<file path="src/rtl/scratch_mem_pkg.sv">
// -----------------------------------------------------------------------------
// scratch_mem_pkg
//   Shared constants for the scratch memory subsystem: default geometry of the
//   scratch SRAM, default read latency and lock bound, the requester ids used
//   by the per-stage memory controllers, and a small one-hot helper.
// -----------------------------------------------------------------------------
package scratch_mem_pkg;

    // Default geometry of the scratch SRAM and its arbiter.
    localparam int unsigned SCRATCH_NREQ     = 4;
    localparam int unsigned SCRATCH_AW       = 16;
    localparam int unsigned SCRATCH_DW       = 64;
    localparam int unsigned SCRATCH_RD_LAT   = 2;
    localparam int unsigned SCRATCH_LOCK_MAX = 8;

    // Requester ids (bit position in req/gnt/rd_vld).
    localparam int unsigned REQ_HIST  = 0;
    localparam int unsigned REQ_CDF   = 1;
    localparam int unsigned REQ_DIVRD = 2;
    localparam int unsigned REQ_DIVWT = 3;

    // One-hot decode of a requester id; wide enough for the largest arbiter.
    function automatic logic [7:0] id_to_onehot(input logic [2:0] id);
        return 8'(1) << id;
    endfunction

endpackage

</file>
<file path="src/rtl/scratch_mem_arbiter_rr_arbiter.sv">
// -----------------------------------------------------------------------------
// rr_arbiter
//   Round-robin pick over NREQ request lines. The search starts at the
//   pointer and wraps around; the pointer itself is owned here and moves to
//   one past whichever requester actually received the grant (which may be a
//   lock owner rather than this module's own pick).
//
// Ports
//   clk       in   rising-edge clock
//   reset     in   asynchronous, active-low reset
//   req       in   NREQ request lines
//   upd       in   a grant was issued this cycle
//   upd_id    in   id of the granted requester
//   pick_vld  out  at least one request is pending
//   pick_id   out  first requester found searching upward from the pointer
// -----------------------------------------------------------------------------
module rr_arbiter
    import scratch_mem_pkg::*;
#(
    parameter int unsigned NREQ = SCRATCH_NREQ
) (
    input  logic                     clk,
    input  logic                     reset,
    input  logic [NREQ-1:0]          req,
    input  logic                     upd,
    input  logic [$clog2(NREQ)-1:0]  upd_id,
    output logic                     pick_vld,
    output logic [$clog2(NREQ)-1:0]  pick_id
);

    localparam int unsigned IDW = $clog2(NREQ);

    logic [IDW-1:0] ptr_q, ptr_d;

    // First set request at or above the pointer, wrapping past NREQ-1.
    always_comb begin
        int unsigned idx;
        idx      = 0;
        pick_vld = 1'b0;
        pick_id  = '0;
        for (int unsigned k = 0; k < NREQ; k++) begin
            idx = (32'(ptr_q) + k) % NREQ;
            if (!pick_vld && req[idx]) begin
                pick_vld = 1'b1;
                pick_id  = IDW'(idx);
            end
        end
    end

    always_comb begin
        ptr_d = ptr_q;
        if (upd) begin
            ptr_d = (32'(upd_id) == NREQ - 1) ? '0 : upd_id + IDW'(1);
        end
    end

    always_ff @(posedge clk or negedge reset) begin
        if (!reset) begin
            ptr_q <= '0;
        end else begin
            ptr_q <= ptr_d;
        end
    end

endmodule

</file>
<file path="src/rtl/scratch_mem_arbiter.sv">
// -----------------------------------------------------------------------------
// scratch_mem_arbiter
//   Shares the single-port scratch SRAM between NREQ requesters (histogram,
//   CDF, divider read, divider write). One access is granted per cycle by
//   round-robin; a requester may hold the grant with req_lock for
//   read-modify-write bursts, bounded by LOCK_MAX grants per run. The winning
//   command is registered towards the SRAM and read data is routed back to
//   the issuing requester through a tag pipe matching the SRAM read latency.
//
// Ports
//   clk        in   rising-edge clock
//   reset      in   asynchronous, active-low reset
//   req        in   per-requester access request, held until granted
//   req_wt     in   per-requester 1 = write, 0 = read
//   req_lock   in   per-requester keep-grant request
//   req_addr   in   packed addresses, requester i at [i*AW +: AW]
//   req_wdata  in   packed write data, requester i at [i*DW +: DW]
//   gnt        out  one-hot combinational grant (command accepted)
//   rd_vld     out  one-hot read-return strobe
//   rd_data    out  read data, broadcast to all requesters
//   mem_addr   out  registered SRAM address
//   mem_rd_en  out  registered SRAM read strobe
//   mem_wt_en  out  registered SRAM write strobe
//   mem_wdata  out  registered SRAM write data
//   mem_rdata  in   SRAM read data, valid RD_LAT cycles after mem_rd_en
//   lock_err   out  sticky, a lock run was cut short by LOCK_MAX
// -----------------------------------------------------------------------------
module scratch_mem_arbiter
    import scratch_mem_pkg::*;
#(
    parameter int unsigned NREQ     = SCRATCH_NREQ,
    parameter int unsigned AW       = SCRATCH_AW,
    parameter int unsigned DW       = SCRATCH_DW,
    parameter int unsigned RD_LAT   = SCRATCH_RD_LAT,
    parameter int unsigned LOCK_MAX = SCRATCH_LOCK_MAX
) (
    input  logic                 clk,
    input  logic                 reset,
    input  logic [NREQ-1:0]      req,
    input  logic [NREQ-1:0]      req_wt,
    input  logic [NREQ-1:0]      req_lock,
    input  logic [NREQ*AW-1:0]   req_addr,
    input  logic [NREQ*DW-1:0]   req_wdata,
    output logic [NREQ-1:0]      gnt,
    output logic [NREQ-1:0]      rd_vld,
    output logic [DW-1:0]        rd_data,
    output logic [AW-1:0]        mem_addr,
    output logic                 mem_rd_en,
    output logic                 mem_wt_en,
    output logic [DW-1:0]        mem_wdata,
    input  logic [DW-1:0]        mem_rdata,
    output logic                 lock_err
);

    localparam int unsigned IDW = $clog2(NREQ);
    localparam int unsigned CW  = $clog2(LOCK_MAX + 1);

    // ---------------------------------------------------------------------
    // State
    // ---------------------------------------------------------------------
    logic            owner_vld_q, owner_vld_d;
    logic [IDW-1:0]  owner_q, owner_d;
    logic [CW-1:0]   lock_cnt_q, lock_cnt_d;
    logic            lock_err_q, lock_err_d;

    logic [AW-1:0]   mem_addr_q;
    logic [DW-1:0]   mem_wdata_q;
    logic            mem_rd_en_q;
    logic            mem_wt_en_q;
    logic [IDW-1:0]  cmd_id_q;

    logic [RD_LAT-1:0] tag_vld_q;
    logic [IDW-1:0]    tag_id_q [RD_LAT];

    // ---------------------------------------------------------------------
    // Arbitration
    // ---------------------------------------------------------------------
    logic            pick_vld;
    logic [IDW-1:0]  pick_id;
    logic            lock_req;
    logic            lock_hold;
    logic            lock_ovr;
    logic            gnt_vld;
    logic [IDW-1:0]  gnt_id;

    rr_arbiter #(
        .NREQ (NREQ)
    ) u_rr (
        .clk      (clk),
        .reset    (reset),
        .req      (req),
        .upd      (gnt_vld),
        .upd_id   (gnt_id),
        .pick_vld (pick_vld),
        .pick_id  (pick_id)
    );

    // lock_cnt counts re-grants after the grant that took ownership, so a
    // run has lock_cnt+1 grants; the run is capped at LOCK_MAX grants, after
    // which one arbitration falls back to plain round-robin.
    always_comb begin
        lock_req  = owner_vld_q && req[owner_q] && req_lock[owner_q];
        lock_hold = lock_req && ((32'(lock_cnt_q) + 32'd1) < LOCK_MAX);
        lock_ovr  = lock_req && !lock_hold;
        // gnt is forced low while reset is asserted.
        gnt_vld   = reset && (lock_hold || pick_vld);
        gnt_id    = lock_hold ? owner_q : pick_id;
        gnt       = gnt_vld ? NREQ'(id_to_onehot(3'(gnt_id))) : '0;
    end

    // Ownership follows the granted requester's lock bit; without a grant
    // (owner dropped req, or nobody requesting) ownership is released.
    always_comb begin
        owner_vld_d = 1'b0;
        owner_d     = owner_q;
        lock_cnt_d  = '0;
        lock_err_d  = lock_err_q || lock_ovr;
        if (gnt_vld) begin
            owner_vld_d = req_lock[gnt_id];
            owner_d     = gnt_id;
            if (!lock_ovr && owner_vld_q && (gnt_id == owner_q)) begin
                lock_cnt_d = lock_cnt_q + CW'(1);
            end
        end
    end

    always_ff @(posedge clk or negedge reset) begin
        if (!reset) begin
            owner_vld_q <= 1'b0;
            owner_q     <= '0;
            lock_cnt_q  <= '0;
            lock_err_q  <= 1'b0;
        end else begin
            owner_vld_q <= owner_vld_d;
            owner_q     <= owner_d;
            lock_cnt_q  <= lock_cnt_d;
            lock_err_q  <= lock_err_d;
        end
    end

    // ---------------------------------------------------------------------
    // Command register towards the SRAM
    // ---------------------------------------------------------------------
    logic [AW-1:0] sel_addr;
    logic [DW-1:0] sel_wdata;
    logic          sel_wt;

    always_comb begin
        sel_addr  = req_addr[32'(gnt_id) * AW +: AW];
        sel_wdata = req_wdata[32'(gnt_id) * DW +: DW];
        sel_wt    = req_wt[gnt_id];
    end

    // Address and data hold when idle; only the strobes drop.
    always_ff @(posedge clk or negedge reset) begin
        if (!reset) begin
            mem_addr_q  <= '0;
            mem_wdata_q <= '0;
            mem_rd_en_q <= 1'b0;
            mem_wt_en_q <= 1'b0;
            cmd_id_q    <= '0;
        end else if (gnt_vld) begin
            mem_addr_q  <= sel_addr;
            mem_wdata_q <= sel_wdata;
            mem_rd_en_q <= !sel_wt;
            mem_wt_en_q <= sel_wt;
            cmd_id_q    <= gnt_id;
        end else begin
            mem_rd_en_q <= 1'b0;
            mem_wt_en_q <= 1'b0;
        end
    end

    // ---------------------------------------------------------------------
    // Read-return tag pipe: RD_LAT stages so the tag leaves in the same
    // cycle the SRAM presents the data for that read.
    // ---------------------------------------------------------------------
    always_ff @(posedge clk or negedge reset) begin
        if (!reset) begin
            tag_vld_q <= '0;
            for (int unsigned k = 0; k < RD_LAT; k++) begin
                tag_id_q[k] <= '0;
            end
        end else begin
            tag_vld_q[0] <= mem_rd_en_q;
            tag_id_q[0]  <= cmd_id_q;
            for (int unsigned k = 1; k < RD_LAT; k++) begin
                tag_vld_q[k] <= tag_vld_q[k-1];
                tag_id_q[k]  <= tag_id_q[k-1];
            end
        end
    end

    // ---------------------------------------------------------------------
    // Outputs
    // ---------------------------------------------------------------------
    always_comb begin
        rd_vld  = '0;
        rd_data = '0;
        if (tag_vld_q[RD_LAT-1]) begin
            rd_vld  = NREQ'(id_to_onehot(3'(tag_id_q[RD_LAT-1])));
            rd_data = mem_rdata;
        end
    end

    assign mem_addr  = mem_addr_q;
    assign mem_wdata = mem_wdata_q;
    assign mem_rd_en = mem_rd_en_q;
    assign mem_wt_en = mem_wt_en_q;
    assign lock_err  = lock_err_q;

endmodule

</file>
<file path="config.mk">
export PLATFORM = sky130hd
export DESIGN_NAME = scratch_mem_arbiter
export DESIGN_NICKNAME = d
export VERILOG_FILES = /design/src/rtl/scratch_mem_pkg.sv /design/src/rtl/scratch_mem_arbiter_rr_arbiter.sv /design/src/rtl/scratch_mem_arbiter.sv
export SDC_FILE = /design/constraint.sdc
export NUM_CORES = 1
export LEC_CHECK = 0
export CORE_AREA = 3 3 214 216
export CTS_CLUSTER_DIAMETER = 100
export DETAILED_ROUTE_END_ITERATION = 16
export DIE_AREA = 0 0 217 219
export GPL_TIMING_DRIVEN = 0
export MAX_ROUTING_LAYER = met4
export PLACE_DENSITY_LB_ADDON = 0.05
export SYNTH_ARGS = -nofsm -noshare
export SYNTH_HDL_FRONTEND = slang
export SYNTH_SLANG_ARGS = --single-unit
</file>
<file path="constraint.sdc">
create_clock -name clk -period 3.4 [get_ports clk]
set_input_delay 0.85 -clock clk [delete_from_list [all_inputs] [get_ports clk]]
set_output_delay 0.85 -clock clk [all_outputs]
set_load 0.02 [all_outputs]
</file>
Word level (Yosys, flattened, before mapping)
Index checks and enable logic that the tools add are counted.

word-level totals
  flip-flop bits (word level) = 98
  latch bits = 0
  memory bits (writable) = 0
  bits in read-only memories = 0
  input port bits = 398
  output and inout port bits = 155
  word-level logic and storage cells = 83
  memories = 0

operators by class
  $add $sub $neg = 6
  $mul = 0
  div/mod/pow operators = 0
  order comparisons = 7
  eq/ne operators = 2
  shift operators = 4
  muxes and demuxes = 34
  bitwise operators = 0
  reductions and logical operators = 18

operator list
  kind                                                         count
  indexed part select 256 x 9 -> 64 bit                        1
  2-to-1 mux 64 bit                                            1
  indexed part select 64 x 7 -> 16 bit                         1
  less-than comparator 2 x 3 -> 1 bit (second input constant)  6
  binary-select mux 1 bit (select 2 bit)                       8
  2-to-1 mux 4 bit                                             4
  2-to-1 mux 1 bit                                             15
  2-to-1 mux 2 bit                                             6
  logical AND 1 bit                                            10
  << shifter 1 x 2 -> 4 bit (first input constant)             2
  logical NOT 1 bit                                            6
  adder 4 x 1 -> 5 bit (second input constant)                 1
  less-than comparator 5 x 4 -> 1 bit (second input constant)  1
  adder 2 x 1 -> 2 bit (second input constant)                 2
  adder 2 bit (second input constant)                          2
  adder 4 x 1 -> 4 bit (second input constant)                 1
  == test 2 bit                                                1
  == test 2 bit (second input constant)                        1
  logical OR 1 bit                                             2

Longest topological paths before layout
  depth in word-level cells = 17
  gate-level depth with buffers = 10
  mapped depth without buffers = 8

Cells and area by module
From an unflattened synthesis, not the netlist that was laid out.

unflattened totals
  cell total of the unflattened synthesis = 608
  area, all modules = 6462.4 um^2

by module, submodules not included
  module               instances  cells an instance  area each (um^2)  sequential area each (um^2)
  scratch_mem_arbiter  1          589                6302.3            2402.3
  rr_arbiter           1          19                 160.2             50.0

Least setup slack after synthesis
OpenSTA, ideal clock, no wires.

  path type = input -> output
  start = in req_lock[3]
  end = out gnt[1]
  arrival time = 2.476 ns
  data required time = 2.550 ns
  setup slack = 0.074 ns
  cell stages on the path = 9
  buffers on the path = 2
  path through = and4_1 o41ai_4 o211ai_1 nand2_2 buf_6 buf_4 inv_1 ha_1 and2_1

between the ends
  word-level cells in the longest chain between the ends = 7

ends and longest elaborated chain
  what                                    line                        text
  start, declared                         scratch_mem_arbiter.sv:41   input logic [NREQ-1:0] req_lock,
  binary-select mux 1 bit (select 2 bit)  scratch_mem_arbiter.sv:102  lock_req = owner_vld_q && req[owner_q] && req_lock[owner_q];
  2-to-1 mux 1 bit (implied by the code)  scratch_mem_arbiter.sv:102
  logical AND 1 bit                       scratch_mem_arbiter.sv:102
  logical AND 1 bit                       scratch_mem_arbiter.sv:103  lock_hold = lock_req && ((32'(lock_cnt_q) + 32'd1) < LOCK_MAX);
  2-to-1 mux 2 bit                        scratch_mem_arbiter.sv:107  gnt_id = lock_hold ? owner_q : pick_id;
  named net gnt_id[1]                     scratch_mem_arbiter.sv:84   logic [IDW-1:0] gnt_id;
  << shifter 1 x 2 -> 4 bit               scratch_mem_pkg.sv:24       return 8'(1) << id;
  2-to-1 mux 4 bit                        scratch_mem_arbiter.sv:108  gnt = gnt_vld ? NREQ'(id_to_onehot(3'(gnt_id))) : '0;
  end, declared                           scratch_mem_arbiter.sv:44   output logic [NREQ-1:0] gnt,

The timed path passes the listed nets, and every way through them passes these cells. The select of a mux whose other input is x is not followed.

Worst setup path after layout
  start = in req[0]
  end = out gnt[0]

between the ends
  word-level cells in the longest chain between the ends = 15

ends and longest elaborated chain
  what                                    line                                  text
  start, declared                         scratch_mem_arbiter.sv:39             input logic [NREQ-1:0] req,
  binary-select mux 1 bit (select 2 bit)  scratch_mem_arbiter_rr_arbiter.sv:43  if (!pick_vld && req[idx]) begin
  2-to-1 mux 1 bit (implied by the code)  scratch_mem_arbiter_rr_arbiter.sv:43
  2-to-1 mux 1 bit                        scratch_mem_arbiter_rr_arbiter.sv:43
  logical NOT 1 bit                       scratch_mem_arbiter_rr_arbiter.sv:43
  logical AND 1 bit                       scratch_mem_arbiter_rr_arbiter.sv:43
  2-to-1 mux 1 bit                        scratch_mem_arbiter_rr_arbiter.sv:43
  logical NOT 1 bit                       scratch_mem_arbiter_rr_arbiter.sv:43
  logical AND 1 bit                       scratch_mem_arbiter_rr_arbiter.sv:43
  2-to-1 mux 1 bit                        scratch_mem_arbiter_rr_arbiter.sv:43
  logical NOT 1 bit                       scratch_mem_arbiter_rr_arbiter.sv:43
  logical AND 1 bit                       scratch_mem_arbiter_rr_arbiter.sv:43
  2-to-1 mux 2 bit                        scratch_mem_arbiter_rr_arbiter.sv:43
  2-to-1 mux 2 bit *                      scratch_mem_arbiter.sv:107
  named net gnt_id[0]                     scratch_mem_arbiter.sv:84
  << shifter 1 x 2 -> 4 bit *             scratch_mem_pkg.sv:24
  2-to-1 mux 4 bit *                      scratch_mem_arbiter.sv:108

The timed path passes the listed nets; every way through them passes the cells marked *. The select of a mux whose other input is x is not followed.

==> results.txt <==
----------------------------------------------------
[Timing]
  Final Cycle Share ... 98.8%
  Setup repair after global routing missed its margin ... yes
  Sum Neg Setup Slack ... 0 ns
  Highest clock rate ... 298 MHz
  Max-slew violations ... 0
  Final critical delay including setup and external delays ... 3.36 ns
  Number of endpoints with negative hold slack in the final report ... 0
  Worst Max-Slew Pin Slew ... 1.34 ns
  Worst clock skew on the final layout ... 0.0115 ns
  Hold Slack ... 0.348 ns
  Setup violators final ... 0
  Slew Limit Headroom ... 9.40%

[Logic synthesis]
  Share of synthesized area occupied by flip-flops and latches ... 35.6%
  Proportion of synthesized flip-flops having asynchronous set or reset ... 100%
  Count of synthesis-stage warnings from yosys ... 0
  Post-Synthesis Net Count ... 1,010
  Library cell with the highest instance count after synthesis ... sky130_fd_sc_hd__mux2i_1
  Synth area leaders ... sky130_fd_sc_hd__dfrtp_1 (36%), sky130_fd_sc_hd__mux2i_1 (24%), sky130_fd_sc_hd__a221oi_2 (17%)
  Number of register bits inferred by synthesis ... 98
  Netlist Area Pre-Place ... 6900 sq um
  Post-synthesis instance total ... 607
  Commonest cells in the synthesized netlist ... sky130_fd_sc_hd__mux2i_1 (165), sky130_fd_sc_hd__dfrtp_1 (98), sky130_fd_sc_hd__nor2_1 (86)
  Fraction of post-synthesis cell area in the top cell type by area ... 35.6%
  Post-synth EDFFs ... 0
  Count of cell types in the netlist ... 45
  Library cell with the largest summed area after synthesis ... sky130_fd_sc_hd__dfrtp_1
  Most instantiated flip-flop cell in the synthesis netlist ... sky130_fd_sc_hd__dfrtp_1
  Mean area per synthesized cell ... 11.4 sq um

[Die]
  Die area ... 47,500 sq um
  Area of the placeable core ... 44,100 sq um
  Std-Cell Rows ... 77
  Width of the die ... 217 microns
  Height of the die ... 219 microns
  Effective utilization at floorplan ... 15.6%
  I/O pin count ... 553

[GRT]
  Via count of the first global-routing pass ... 7,519
  Overflow left after global routing ... 0
  Pin count of the biggest net entering global routing ... 53
  Wire length of the first global-routing pass ... 54.6 mm
  Number of antenna violations at the first check in global routing ... 7
  GRT Util Overall ... 16.2%

[Final layout]
  Layout fillers ... 4,639
  Layout cell share with drive strength beyond 1 ... 15.8%
  Final standard cell count with taps included and fillers excluded ... 1,795
  Fraction of the core area covered by cells at the end of the flow ... 31.2%
  Synthesis-to-layout area growth ... 99.7%
  Count of nets after finishing ... 1,595

[Clock tree]
  Maximum buffer depth of the clock tree ... 2
  Worst-path clk slew ... 0.07 ns
  Clk sink count ... 98
  H-Tree Level Count ... 3
  Clk Latency, worst-skew pair ... 0.36 ns
  CTS root buffer ... sky130_fd_sc_hd__clkbuf_16
  TritonCTS clock tree ... built
  CTS Hold Bufs ... 0
  TritonCTS buffer count ... 9

[Routing]
  First-pass iteration count of the detailed router ... 4
  Count of unresolved DRC violations after routing ... 0
  Vias per std cell ... 3.96
  Post-route antenna net violation count ... 0
  Detailed-route via count ... 7,107
  Average detailed-routed wire length per instance ... 21.9 microns
  Total detailed-routing wirelength ... 39.4 mm
  Iter 0 DRT Violations ... 238

[Critical path]
  Required @ worst endpoint ... 2.55 ns
  Type of the worst setup path ... input pin to output pin
  Critical path's largest stage delay ... 0.39 ns
  Biggest fanout along the worst timing path ... 5
  Worst endpoint data arrival time ... 2.51 ns
  Cell with the biggest individual delay on the critical path ... sky130_fd_sc_hd__o41ai_4
  Setup crit start kind ... input pin
  List of cells traversed by the critical path ... buf_8 > and4bb_2 > o41ai_4 > nor2_2 > mux2_4 > clkinv_4 > ha_4 > and2_4 > buf_6
  Kind of end point of the critical path ... output pin

[Placement]
  Half-perimeter wire length of the detailed placement result ... 32.1 mm
  Gp weighted congestion ... 0.791
  # placed instances ... 1,752
  Buffers on Ports ... 552

[Outcome]
  Outcome ... finished, final reports clean

[Job]
  Max-cap violations ... 0

[Min path]
  Class of the tightest hold or removal check ... flip-flop to flip-flop

[Pwr]
  Power per Cell Area ... 617 nW/um^2
  Worst VDD drop ... 0.222 mV
  Leakage power of the design ... 5.48 nW

----------------------------------------------------
-- cells by family (layout without fill, tap and decap cells) --
group | Yosys count | in the layout | share of synthesized area, %
adders and majority gates | 5 | 5 | 0.907
muxes | 167 | 167 | 24.3
and+or+nand+nor | 181 | 181 | 13.5
other | 0 | 7 | 0
xor gates and xnor gates | 4 | 4 | 0.508
buffers and inverters | 55 | 644 | 5.66
DFF | 98 | 98 | 35.6
AOI/OAI and AO/OA | 97 | 97 | 19.6
-- registers in the layout (all words and copies together) (netlist names) --
signal and count:
cmd_id_q 2, lock_cnt_q 4, lock_err 1, mem_addr 16
mem_rd_en 1, mem_wdata 64, mem_wt_en 1, owner_vld_q 1
tag_id_q 4, tag_vld_q 2, u_rr.ptr_q 2
-- worst paths after layout --
kind	startpoint	depth (start not counted)	slack (ns)	to
setup / recovery	req[0]	9	0.04	gnt[0]
hold / removal	tag_vld_q[0]$_DFF_PN0_	0	0.35	tag_vld_q[1]$_DFF_PN0_
setup reg to reg	cmd_id_q[0]$_DFFE_PN0P_	18	0.24	lock_cnt_q[3]$_DFF_PN0_
hold reg to reg	tag_vld_q[0]$_DFF_PN0_	0	0.35	tag_vld_q[1]$_DFF_PN0_
max in group asynchronous	reset	2	2.45	u_rr.ptr_q[1]$_DFFE_PN0P_
min in group asynchronous	reset	1	0.36	mem_wdata[44]$_DFFE_PN0P_
-- per-stage QoR --
stage / area, sq um / worst slack, ns / total power [mW]
finish: 13800 / 0.0395 / 8.50
global route: 13800 / -0.0235 / 9.04
CTS: 13700 / -0.0186 / 8.66
detailed placement: 13200 / -1.32 / 7.37
global placement: 13200 / -5.40 / 7.39
floorplan: 6900 / 0.0744 / 4.85
-- layout by cell type, fill, tap and decap left out, types with 3 or more instances in the layout --
cell,count
sky130_fd_sc_hd__clkdlybuf4s50_1,539
sky130_fd_sc_hd__mux2i_1,165
sky130_fd_sc_hd__dfrtp_1,96
sky130_fd_sc_hd__nor2_1,86
sky130_fd_sc_hd__a221oi_2,80
sky130_fd_sc_hd__and2_1,64
sky130_fd_sc_hd__buf_4,32
sky130_fd_sc_hd__buf_6,23
sky130_fd_sc_hd__clkbuf_1,16
sky130_fd_sc_hd__clkbuf_16,9
sky130_fd_sc_hd__diode_2,7
sky130_fd_sc_hd__nand2_1,7
sky130_fd_sc_hd__buf_2,6
sky130_fd_sc_hd__o21ai_0,4
sky130_fd_sc_hd__and2_4,4
sky130_fd_sc_hd__ha_4,4
sky130_fd_sc_hd__nor2b_1,3
sky130_fd_sc_hd__clkbuf_4,3
-- worst max-delay path: cells and delay by family --
kind                       cells  cell delay, ns
muxes                          1            0.37
buffers and inverters          3            0.30
adders and majority gates      1            0.12
AOI/OAI and AO/OA              1            0.39
and+or+nand+nor                3            0.47
-- layer usage --
layer / GRT usage [%] / vias to the layer above / wire length (microns)
li1: - / 3442 / -
met1: 18.9 / 3414 / 16300
met2: 28.5 / 238 / 20400
met3: 4.38 / 13 / 2370
met4: 2.52 / 0 / 315
met5: - / - / 0
-- layout make-up --
class / count / area (sq um) / share of cell area, %
plain buffers: 50 / 380 / 2.76
clock inverters: 5 / 56.3 / 0.409
well taps: 592 / 741 / 5.38
multi-input cells: 454 / 4120 / 29.9
inverters: 4 / 27.5 / 0.200
flip-flops and latches: 98 / 2450 / 17.8
clock buffers: 10 / 229 / 1.66
diodes: 7 / 17.5 / 0.127
repair buffers: 575 / 5750 / 41.7
-- timing repair --
| item | CTS | global route |
|---|---|---|
| buffers inserted | 18 | 4 |
| endpoints found under the setup margin | 4 | 8 |
| gates cloned | 1 | 0 |
| resized for setup | 80 | 13 |
| pin swaps | 8 | 7 |
-- power by group --
group          internal (mW)  switching, mW  total, mW
clock                  0.567          0.493       1.06
sequential              1.63          0.282       1.92
combinational           2.70           2.82       5.52
total                   4.90           3.60       8.50
No activity file was read; power rests on OpenSTA's default activity.
